--- src/rtl/mem_burst_master_pkg.sv ---
// rtl/mem_burst_master_pkg.sv - shared encodings, FSM states and beat helpers
// Memory access_size codes, rw polarity and burst-length helpers.
package mem_pkg;

  localparam logic [1:0] SIZE_1  = 2'b00;
  localparam logic [1:0] SIZE_4  = 2'b01;
  localparam logic [1:0] SIZE_8  = 2'b10;
  localparam logic [1:0] SIZE_16 = 2'b11;

  localparam logic MEM_READ  = 1'b1;
  localparam logic MEM_WRITE = 1'b0;

  typedef enum logic [2:0] {
    ST_IDLE,
    ST_FILL,
    ST_ISSUE,
    ST_READ,
    ST_WRITE,
    ST_DONE
  } state_t;

  function automatic logic [4:0] beats(input logic [1:0] size);
    case (size)
      SIZE_1:  return 5'd1;
      SIZE_4:  return 5'd4;
      SIZE_8:  return 5'd8;
      default: return 5'd16;
    endcase
  endfunction

  // Index of the final beat; the beat counter saturates here.
  function automatic logic [3:0] last_beat(input logic [1:0] size);
    case (size)
      SIZE_1:  return 4'd0;
      SIZE_4:  return 4'd3;
      SIZE_8:  return 4'd7;
      default: return 4'd15;
    endcase
  endfunction

endpackage

--- src/rtl/mem_burst_master_if.sv ---
// rtl/mem_burst_master_if.sv - memory port bundle between burst master and memory
// Master drives the command/write side; memory returns busy and read data.
interface mem_burst_master_if #(
  parameter int DATA_W = 32
);
  logic [31:0]       address;
  logic [DATA_W-1:0] data_in;
  logic [1:0]        access_size;
  logic              rw;
  logic              enable;
  logic              busy;
  logic [DATA_W-1:0] data_out;

  modport master (
    output address, data_in, access_size, rw, enable,
    input  busy, data_out
  );

  modport slave (
    input  address, data_in, access_size, rw, enable,
    output busy, data_out
  );
endinterface

--- src/rtl/mem_burst_master_line_buffer.sv ---
// rtl/mem_burst_master_line_buffer.sv - write-burst line buffer (mem_line_buffer)
// Beats are stored in arrival order and read back by beat index during the burst.
module mem_line_buffer #(
  parameter  int DATA_W    = 32,
  parameter  int MAX_BEATS = 16,
  localparam int PTR_W     = $clog2(MAX_BEATS)
) (
  input  logic              clock,
  input  logic              reset_n,
  input  logic              clear,
  input  logic              wr_en,
  input  logic [DATA_W-1:0] wr_data,
  input  logic [PTR_W-1:0]  rd_idx,
  output logic [DATA_W-1:0] rd_data,
  output logic [PTR_W:0]    count,
  output logic              full
);

  localparam logic [PTR_W:0] DEPTH = MAX_BEATS[PTR_W:0];

  logic [DATA_W-1:0] mem_q [MAX_BEATS];
  logic [PTR_W-1:0]  wr_ptr_q;
  logic [PTR_W:0]    count_q;
  logic              push;

  assign full    = (count_q == DEPTH);
  assign push    = wr_en && !full && !clear;
  assign count   = count_q;
  assign rd_data = mem_q[rd_idx];

  always_ff @(posedge clock or negedge reset_n) begin
    if (!reset_n) begin
      wr_ptr_q <= '0;
      count_q  <= '0;
    end else if (clear) begin
      wr_ptr_q <= '0;
      count_q  <= '0;
    end else if (push) begin
      wr_ptr_q <= wr_ptr_q + 1'b1;
      count_q  <= count_q + 1'b1;
    end
  end

  // Storage needs no reset: nothing reads a slot before it is written in FILL.
  always_ff @(posedge clock) begin
    if (push) begin
      mem_q[wr_ptr_q] <= wr_data;
    end
  end

endmodule

--- src/rtl/mem_burst_master.sv ---
// rtl/mem_burst_master.sv - request-to-burst initiator for one memory port
// Optional address rejection: define MEM_BURST_ALIGN_CHECK_EN.
module mem_burst_master
  import mem_pkg::*;
#(
  parameter logic [31:0] BASE_ADDR = 32'h8002_0000,
  parameter int          DATA_W    = 32,
  parameter int          MAX_BEATS = 16
) (
  input  logic              clock,
  input  logic              reset_n,
  input  logic              req_valid,
  output logic              req_ready,
  input  logic [31:0]       req_addr,
  input  logic              req_rw,
  input  logic [1:0]        req_size,
  input  logic              wdata_valid,
  output logic              wdata_ready,
  input  logic [DATA_W-1:0] wdata,
  output logic              rdata_valid,
  output logic              rdata_last,
  output logic [DATA_W-1:0] rdata,
  output logic              done,
  output logic              err,
  mem_burst_master_if.master mem
);

  localparam int PTR_W = $clog2(MAX_BEATS);

  state_t            state_q;
  state_t            state_d;
  logic [31:0]       addr_q;
  logic              rw_q;
  logic [1:0]        size_q;
  logic [3:0]        beat_q;
  logic [4:0]        n_beats;
  logic [3:0]        last_idx;
  logic              at_last;
  logic              acc;
  logic              req_bad;
  logic              fill_last;
  logic              buf_wr;
  logic              buf_clear;
  logic              buf_full;
  logic [PTR_W:0]    buf_count;
  logic [DATA_W-1:0] buf_rd_data;

  assign n_beats   = beats(size_q);
  assign last_idx  = last_beat(size_q);
  assign at_last   = (beat_q == last_idx);
  assign acc       = req_valid && req_ready;
  assign buf_wr    = (state_q == ST_FILL) && wdata_valid;
  assign buf_clear = (state_q == ST_DONE);
  assign fill_last = buf_wr && !buf_full && ((buf_count + 1'b1) == n_beats);

`ifdef MEM_BURST_ALIGN_CHECK_EN
  logic [31:0] align_mask;
  logic        err_q;

  // N*4-1 also covers the byte-offset bits, so a non-word address fails here too.
  assign align_mask = {25'd0, beats(req_size), 2'b00} - 32'd1;
  assign req_bad    = (req_addr < BASE_ADDR) || ((req_addr & align_mask) != 32'd0);
  assign err        = (state_q == ST_DONE) && err_q;

  always_ff @(posedge clock or negedge reset_n) begin
    if (!reset_n) begin
      err_q <= 1'b0;
    end else if (acc) begin
      err_q <= req_bad;
    end
  end
`else
  logic unused_cfg;

  assign req_bad    = 1'b0;
  assign err        = 1'b0;
  assign unused_cfg = ^{BASE_ADDR, req_addr[1:0]};
`endif

  always_ff @(posedge clock or negedge reset_n) begin
    if (!reset_n) begin
      addr_q <= '0;
      rw_q   <= 1'b0;
      size_q <= '0;
    end else if (acc) begin
      addr_q <= {req_addr[31:2], 2'b00};
      rw_q   <= req_rw;
      size_q <= req_size;
    end
  end

  // Beat 0 of a write leaves in ISSUE, so WRITE starts counting from 1.
  always_ff @(posedge clock or negedge reset_n) begin
    if (!reset_n) begin
      beat_q <= '0;
    end else begin
      case (state_q)
        ST_ISSUE: begin
          if (!mem.busy) begin
            beat_q <= (rw_q == MEM_WRITE && last_idx != 4'd0) ? 4'd1 : 4'd0;
          end
        end
        ST_READ, ST_WRITE: begin
          if (!at_last) begin
            beat_q <= beat_q + 4'd1;
          end
        end
        default: beat_q <= 4'd0;
      endcase
    end
  end

  always_ff @(posedge clock or negedge reset_n) begin
    if (!reset_n) begin
      state_q <= ST_IDLE;
    end else begin
      state_q <= state_d;
    end
  end

  always_comb begin
    state_d = state_q;
    case (state_q)
      ST_IDLE: begin
        if (acc) begin
          if (req_bad) begin
            state_d = ST_DONE;
          end else if (req_rw == MEM_READ) begin
            state_d = ST_ISSUE;
          end else begin
            state_d = ST_FILL;
          end
        end
      end
      ST_FILL: begin
        if (fill_last) begin
          state_d = ST_ISSUE;
        end
      end
      ST_ISSUE: begin
        if (!mem.busy) begin
          if (rw_q == MEM_READ) begin
            state_d = ST_READ;
          end else if (last_idx == 4'd0) begin
            state_d = ST_DONE;
          end else begin
            state_d = ST_WRITE;
          end
        end
      end
      ST_READ, ST_WRITE: begin
        if (at_last) begin
          state_d = ST_DONE;
        end
      end
      ST_DONE: state_d = ST_IDLE;
      default: state_d = ST_IDLE;
    endcase
  end

  // req_ready is gated by reset_n so every output reads 0 while reset is held.
  always_comb begin
    req_ready       = 1'b0;
    wdata_ready     = 1'b0;
    rdata_valid     = 1'b0;
    rdata_last      = 1'b0;
    rdata           = '0;
    done            = 1'b0;
    mem.address     = '0;
    mem.data_in     = '0;
    mem.access_size = '0;
    mem.rw          = 1'b0;
    mem.enable      = 1'b0;
    case (state_q)
      ST_IDLE: req_ready = reset_n;
      ST_FILL: wdata_ready = !buf_full;
      ST_ISSUE, ST_WRITE: begin
        if (state_q == ST_WRITE || !mem.busy) begin
          mem.enable      = 1'b1;
          mem.address     = addr_q;
          mem.access_size = size_q;
          mem.rw          = rw_q;
          mem.data_in     = (rw_q == MEM_WRITE) ? buf_rd_data : '0;
        end
      end
      ST_READ: begin
        rdata_valid = 1'b1;
        rdata_last  = at_last;
        rdata       = mem.data_out;
      end
      ST_DONE: done = 1'b1;
      default: ;
    endcase
  end

  mem_line_buffer #(
    .DATA_W    (DATA_W),
    .MAX_BEATS (MAX_BEATS)
  ) u_line_buffer (
    .clock   (clock),
    .reset_n (reset_n),
    .clear   (buf_clear),
    .wr_en   (buf_wr),
    .wr_data (wdata),
    .rd_idx  (beat_q[PTR_W-1:0]),
    .rd_data (buf_rd_data),
    .count   (buf_count),
    .full    (buf_full)
  );

endmodule
--- src/flat_wrapper.sv ---
// flat-port wrapper written by rule: the top's interface ports become plain ports
module mem_burst_master_flat import mem_pkg::*;
#(
  parameter logic [31:0] BASE_ADDR = 32'h8002_0000,
  parameter int          DATA_W    = 32,
  parameter int          MAX_BEATS = 16
)
  (clock, reset_n, req_valid, req_ready, req_addr, req_rw, req_size, wdata_valid, wdata_ready, wdata, rdata_valid, rdata_last, rdata, done, err, mem_address, mem_data_in, mem_access_size, mem_rw, mem_enable, mem_busy, mem_data_out);
  mem_burst_master_if #(.DATA_W(DATA_W)) mem_i ();
  input  logic clock;
  input  logic reset_n;
  input  logic req_valid;
  output logic req_ready;
  input  logic [31:0] req_addr;
  input  logic req_rw;
  input  logic [1:0] req_size;
  input  logic wdata_valid;
  output logic wdata_ready;
  input  logic [DATA_W-1:0] wdata;
  output logic rdata_valid;
  output logic rdata_last;
  output logic [DATA_W-1:0] rdata;
  output logic done;
  output logic err;
  output wire logic [$bits(mem_i.address)-1:0] mem_address;
  output wire logic [$bits(mem_i.data_in)-1:0] mem_data_in;
  output wire logic [$bits(mem_i.access_size)-1:0] mem_access_size;
  output wire logic [$bits(mem_i.rw)-1:0] mem_rw;
  output wire logic [$bits(mem_i.enable)-1:0] mem_enable;
  input wire logic [$bits(mem_i.busy)-1:0] mem_busy;
  input wire logic [$bits(mem_i.data_out)-1:0] mem_data_out;
  assign mem_address = mem_i.address;
  assign mem_data_in = mem_i.data_in;
  assign mem_access_size = mem_i.access_size;
  assign mem_rw = mem_i.rw;
  assign mem_enable = mem_i.enable;
  assign mem_i.busy = mem_busy;
  assign mem_i.data_out = mem_data_out;
  mem_burst_master #(.BASE_ADDR(BASE_ADDR), .DATA_W(DATA_W), .MAX_BEATS(MAX_BEATS)) u_core (.clock(clock), .reset_n(reset_n), .req_valid(req_valid), .req_ready(req_ready), .req_addr(req_addr), .req_rw(req_rw), .req_size(req_size), .wdata_valid(wdata_valid), .wdata_ready(wdata_ready), .wdata(wdata), .rdata_valid(rdata_valid), .rdata_last(rdata_last), .rdata(rdata), .done(done), .err(err), .mem(mem_i));
endmodule
--- config.mk ---
export PLATFORM = sky130hd
export DESIGN_NAME = mem_burst_master_flat
export DESIGN_NICKNAME = d
export VERILOG_FILES = /design/src/rtl/mem_burst_master_pkg.sv /design/src/rtl/mem_burst_master_if.sv /design/src/rtl/mem_burst_master_line_buffer.sv /design/src/rtl/mem_burst_master.sv /design/src/flat_wrapper.sv
export SDC_FILE = /design/constraint.sdc
export NUM_CORES = 1
export LEC_CHECK = 0
export ABC_AREA = 1
export CAP_MARGIN = 20
export CORE_UTILIZATION = 35
export CTS_BUF_LIST = sky130_fd_sc_hd__clkbuf_8
export DETAILED_ROUTE_END_ITERATION = 10
export PLACE_DENSITY = 0.59
export SYNTH_ARGS = -nofsm -noshare
export SYNTH_HDL_FRONTEND = slang
export SYNTH_SLANG_ARGS = --single-unit
--- constraint.sdc ---
create_clock -name clock -period 7.02 [get_ports clock]
set_input_delay 1.404 -clock clock [delete_from_list [all_inputs] [get_ports clock]]
set_output_delay 1.404 -clock clock [all_outputs]
set_load 0.03 [all_outputs]
Word level (Yosys, flattened, before mapping)
Memory sizes are Yosys's and may differ from the RTL's.
Cells that the tools add are included.
{"block": "word_totals", "register_bits": 49, "ramBits": 512, "inputBits": 104, "output_inout_bits": 106, "n_memories": 1}
{"memory": "u_core.u_line_buffer.mem_q", "depth": 16, "width": 32, "rd": 1, "rd_clocked_by_memory_dff": 0, "wr": 1, "line_no": "mem_burst_master_line_buffer.sv:21", "rtl": "logic [DATA_W-1:0] mem_q [MAX_BEATS];"}
{"block": "op_classes", "n_addsub": 3, "eq_ne": 15, "muxes": 37, "bitwise_logic": 1, "n_reduce_logical": 19}
{"operator": "$mux W32", "n": 6}
{"operator": "$mux W4", "n": 4}
{"operator": "$mux W3", "n": 5}
{"operator": "$pmux W5 S3", "n": 1}
{"operator": "$mux W1", "n": 13}
{"operator": "$pmux W3 S4", "n": 1}
{"operator": "$pmux W4 S3", "n": 1}
{"operator": "$mux W5", "n": 2}
{"operator": "$add A4 B1 Y4 const B", "n": 2}
{"operator": "$pmux W4 S2", "n": 1}
{"operator": "$eq A3 B2 Y1 const B", "n": 2}
{"operator": "$eq A3 B3 Y1 const B", "n": 2}
{"operator": "$logic_and A1 B1 Y1", "n": 6}
{"operator": "$mux W2", "n": 3}
{"operator": "$ne A2 B1 Y1 const B", "n": 3}
{"operator": "$add A5 B1 Y5 const B", "n": 1}
{"operator": "$eq A5 B5 Y1", "n": 1}
{"operator": "$eq A5 B5 Y1 const B", "n": 1}
{"operator": "$eq A4 B4 Y1", "n": 1}
{"operator": "$logic_not A4 Y1", "n": 1}
{"operator": "$ne A2 B2 Y1 const B", "n": 2}
{"operator": "$reduce_and A4 Y1", "n": 1}
{"operator": "$reduce_bool A4 Y1", "n": 1}
{"operator": "$reduce_or A2 Y1", "n": 2}
{"operator": "other kinds (10)", "n": 12}

Depth between registers and ports, before layout
{"block": "depth", "ltp_word": 7, "mapped_depth": 12}

By module
From an unflattened synthesis, not the netlist that was laid out.
{"block": "unflattened", "cells_unflattened": 2592, "hier_area_um2": 25388.1}
{"mod": "mem_line_buffer", "n_inst": 1, "cells_each": 2154, "area_each_um2": 22629.2, "seq_area_each_um2": 15600.0}
{"mod": "mem_burst_master", "n_inst": 1, "cells_each": 438, "area_each_um2": 2758.9, "seq_area_each_um2": 1001.0}

Worst setup path after synthesis
No wires, ideal clock.
{"block": "synth_path", "path_kind": "input-to-output", "from": "in mem_busy", "to": "out mem_data_in[10]", "arrival_ns": 2.534, "path_slack_ns": 3.082, "path_stages": 6, "n_path_buf": 1, "cell_sequence": "o21ai_4 > inv_2 > nor2_8 > buf_6 > nand2_1 > nor2_1"}
{"block": "synth_via", "elab_chain_len": 4}
{"element": "start, declared", "line_no": "flat_wrapper.sv:30", "rtl": "input wire logic [$bits(mem_i.busy)-1:0] mem_busy;"}
{"element": "$logic_not A1 Y1"}
{"element": "$logic_or A1 B1 Y1", "line_no": "mem_burst_master.sv:178", "rtl": "if (state_q == ST_WRITE || !mem.busy) begin"}
{"element": "$mux W32", "line_no": "mem_burst_master.sv:178"}
{"element": "$mux W32", "line_no": "mem_burst_master.sv:174", "rtl": "case (state_q)"}
{"element": "end, declared", "line_no": "flat_wrapper.sv:26", "rtl": "output wire logic [$bits(mem_i.data_in)-1:0] mem_data_in;"}
No other way between the ends.

Worst setup path in the final report
{"block": "layout_path", "from": "reg u_core.beat_q[3]", "to": "out mem_data_in[5]"}
{"block": "layout_via", "elab_chain_len": 4}
{"element": "start, declared", "line_no": "mem_burst_master.sv:35", "rtl": "logic [3:0] beat_q;"}
{"element": "start signal, assigned", "line_no": "mem_burst_master.sv:100", "rtl": "beat_q <= (rw_q == MEM_WRITE && last_idx != 4'd0) ? 4'd1 : 4'd0;"}
{"element": "start signal, assigned", "line_no": "mem_burst_master.sv:105", "rtl": "beat_q <= beat_q + 4'd1;"}
{"element": "$mem_v2 Z16 W32"}
{"element": "$mux W32", "line_no": "mem_burst_master.sv:183", "rtl": "mem.data_in = (rw_q == MEM_WRITE) ? buf_rd_data : '0;"}
{"element": "$mux W32", "line_no": "mem_burst_master.sv:178"}
{"element": "$mux W32", "line_no": "mem_burst_master.sv:174"}
No other way between the ends.

==> flow_summary.yaml <==
global_routing:
  grt_start_max_net_pins: 130
  use_met3: 0.0465
  overflow: 0
  top_usage_layer: "met2"
  antenna_found_initial: 3
  groute.layer.met2.usage: 0.290
  global_route.usage.total: 0.178
  first_global_vias: 14444
  global_route_wire_length_before_repair_microns: 86200
  global_routing_usage_on_met1: 0.230
finish:
  utilization: 0.429
  drive_above_1_share: 0.115
  fin_area_sq_mm: 0.0271
  area.growth.synth_to_final_pct: 21.0
  number_of_nets_at_the_end_of_the_flow: 2119
synthesis:
  postSynthCellCount: 1778
  ys_seq_elements: 561
  synth_cell_type_count: 34
  post_synth_and_or_nand_nor_area_fraction: 0.141
  post_synth_xor_xnor_area: 0.000782
  fraction_of_the_mapped_netlist_area_in_compound_gates: 0.0747
  postSynth.topFlopCell: "sky130_fd_sc_hd__edfxtp_1"
  asyncSetResetFlopFracSynth: 0.0873
  synth_largest_area_cell: "sky130_fd_sc_hd__edfxtp_1"
  synth_most_common_cell: "sky130_fd_sc_hd__edfxtp_1"
  ys_warn_count: 0
  netlist_top_cells_area: "sky130_fd_sc_hd__edfxtp_1, sky130_fd_sc_hd__nor2_1, sky130_fd_sc_hd__dfrtp_1, sky130_fd_sc_hd__o22ai_1, sky130_fd_sc_hd__nand2_1"
  mappedNetlistArea_sq_mm: 0.0224
  yosysSeqAreaShare: 0.741
  synth_top_cell_area_share: 0.686
  synth_commonest_cells: "sky130_fd_sc_hd__edfxtp_1, sky130_fd_sc_hd__nor2_1, sky130_fd_sc_hd__nand2_1"
  synth_top_family_by_area: "simple AND/OR/NAND/NOR gates"
  post_synth_mux_area_share: 0
  synth-edff-count: 512
  synth_adder_area_share: 0.00391
  syn_avg_cell_area_sq_um: 12.6
sta:
  setup_viol: 0
  rsz0062_at_grt: "false"
  setup_tns_ns: 0
  slew_violations: 0
  max_slew_margin: 0.271
  actual_slew_at_the_worst_max_slew_pin_ns: 1.09
  period_minus_slack_ns: 5.82
  worst_hold_slack_ns: 0.525
  finalHoldViolCount: 0
  fin_crit_sh: 0.829
  fmax_mhz: 172
  timing.clock.skew_ns: 0.0426
drt:
  dr.first_iter.drc_count: 1337
  routed_wirelength_microns: 58200
  drc_errors: 0
  detail_route.first_pass.iterations: 5
  vias: 14589
  via_count_normalized_by_instance_count: 4.97
  routed_wire_length_per_instance_microns: 19.8
  ant_nets: 0
flow_run:
  cap_violations: 0
clock_tree:
  ctsRootBufferMaster: "sky130_fd_sc_hd__clkbuf_8"
  post-cts-setup-buffers: 0
  cts.hold.buffers_added: 0
  worstSkewPairLatency_ns: 0.71
  numCtsBuffers: 94
  clkTransAtPathRegs_ns: 0.06
  clock_tree_from_tritoncts: "yes"
  cts_htree_levels: 3
  cts_resized: 0
  cts.sinks: 561
  cts_max_path_buffers: 3
worst_hold_path:
  hold_depth: 2
  hold_path.class: "reg2reg"
outcome:
  run_status: "complete, no violations"
critical_path:
  worstSetupPathType: "reg2out"
  r2r_cells: 8
  endpoint_kind: "primary output"
  crit_fanout: 39
  timing.critical_path.arrival_ns: 4.41
  crit_required_ns: 5.62
  worst_setup_path_start_kind: "flop"
floorplan:
  boundaryPins: 210
  start_util: 0.354
  design.die.area_sq_mm: 0.0650
  dieHeight_microns: 255
  dieWidth_microns: 255
  coreArea_sq_mm: 0.0632
  num_rows: 92
power_and_ir_drop:
  peakVddDrop_uv: 157
  power.density_cell_area_mw_per_mm2: 313
  leakage_nw: 9.53
place:
  numPortBuffers: 204
  final_weighted_congestion_of_routability_driven_global_placement: 0.774
  detailed_place.area_sq_mm: 0.0254
  detailed_place_hpwl_microns: 30200
[worst max-delay path: stages, from the launching register on]
cell	delay, ns
sky130_fd_sc_hd__dfrtp_2	0.80
sky130_fd_sc_hd__clkinv_2	0.83
sky130_fd_sc_hd__buf_4	0.56
sky130_fd_sc_hd__nor2_1	0.16
sky130_fd_sc_hd__o2111ai_1	0.14
sky130_fd_sc_hd__nand3_1	0.09
sky130_fd_sc_hd__nand2_1	0.06
sky130_fd_sc_hd__nor2_1	0.32
sky130_fd_sc_hd__clkdlybuf4s50_1	0.74
[registers in the layout, summed over array words and instances, names as in the netlist]
name                           flops
u_core.u_line_buffer.mem_q       512
u_core.addr_q                     30
u_core.u_line_buffer.count         5
u_core.beat_q                      4
u_core.u_line_buffer.wr_ptr_q      4
u_core.state_q                     3
u_core.size_q                      2
u_core.rw_q                        1
[report_power, final]
group | switching [W] | leakage [nW] | internal [W] | total, W
logic | 0.00128 | 3.29 | 0.000617 | 0.00190
clock network | 0.00131 | 1.02 | 0.00134 | 0.00265
registers | 0.0000928 | 5.22 | 0.00385 | 0.00394
total | 0.00268 | 9.53 | 0.00581 | 0.00849
[cells in the final DEF, fill, tap and decap left out, drive strengths merged, types with 2 or more instances in the layout]
cell | synthesis | layout
dfrtp | 49 | 49
edfxtp | 512 | 512
buf | 73 | 27
o21a | 2 | 2
o21ai | 111 | 111
o22ai | 98 | 98
xor2 | 2 | 2
o2111ai | 32 | 32
clkdlybuf4s50 | 0 | 203
ha | 7 | 7
or2 | 64 | 64
nor2 | 409 | 409
a21oi | 4 | 4
diode | 0 | 4
conb | 1 | 3
nand3 | 55 | 55
clkinv | 0 | 30
nand4 | 7 | 7
nand2 | 153 | 153
inv | 97 | 140
nor3 | 53 | 53
clkbuf | 25 | 98
o31ai | 22 | 22
[stage by stage]
stage / setup WS, ns / std cells / total power, W
after CTS: 1.13 / 2930 / 0.00857
after global placement: 1.40 / 2758 / 0.00589
after detailed placement: 1.40 / 2758 / 0.00592
after floorplan: 3.08 / 1780 / 0.00521
after global routing: 0.991 / 2930 / 0.00890
final: 1.20 / 2934 / 0.00849
[logic make-up after synthesis]
kind of cell	count (synthesis)
simple gates	742
flops	561
compound gates	270
buf+inv	195
fa+ha+maj	7
xor+xnor	2
other cells	1
[final timing paths]
path	slack (ns)	from	endpoint
worst max-delay path	1.20	u_core.beat_q[3]	mem_data_in[5]
max in group asynchronous	5.69	reset_n	u_core.beat_q[3]
worst max register to register	3.73	u_core.u_line_buffer.count[0]	u_core.u_line_buffer.mem_q[4][1]
min in group asynchronous	0.85	reset_n	u_core.u_line_buffer.count[3]
worst min-delay path	0.53	u_core.addr_q[22]	u_core.addr_q[22]
worst min register to register	0.53	u_core.addr_q[22]	u_core.addr_q[22]
[final cells by class]
class                           instances  area [sq um]
Sequential cell                       561         16600
Inverter                               97           365
Antenna cell                            4          10.0
Timing Repair Buffer                  230          2260
Multi-Input combinational cell       1024          5100
Clock inverter                         74           364
Fill cell                            5747         36100
Clock buffer                           98          1350
Tap cell                              846          1060
[per-layer routing]
metal | share of wire | up-vias
li1 | - | 6807
met1 | 0.43 | 7091
met2 | 0.46 | 581
met3 | 0.080 | 108
met4 | 0.023 | 2
met5 | 0.00019 | -
No activity file was read; power rests on OpenSTA's default activity.
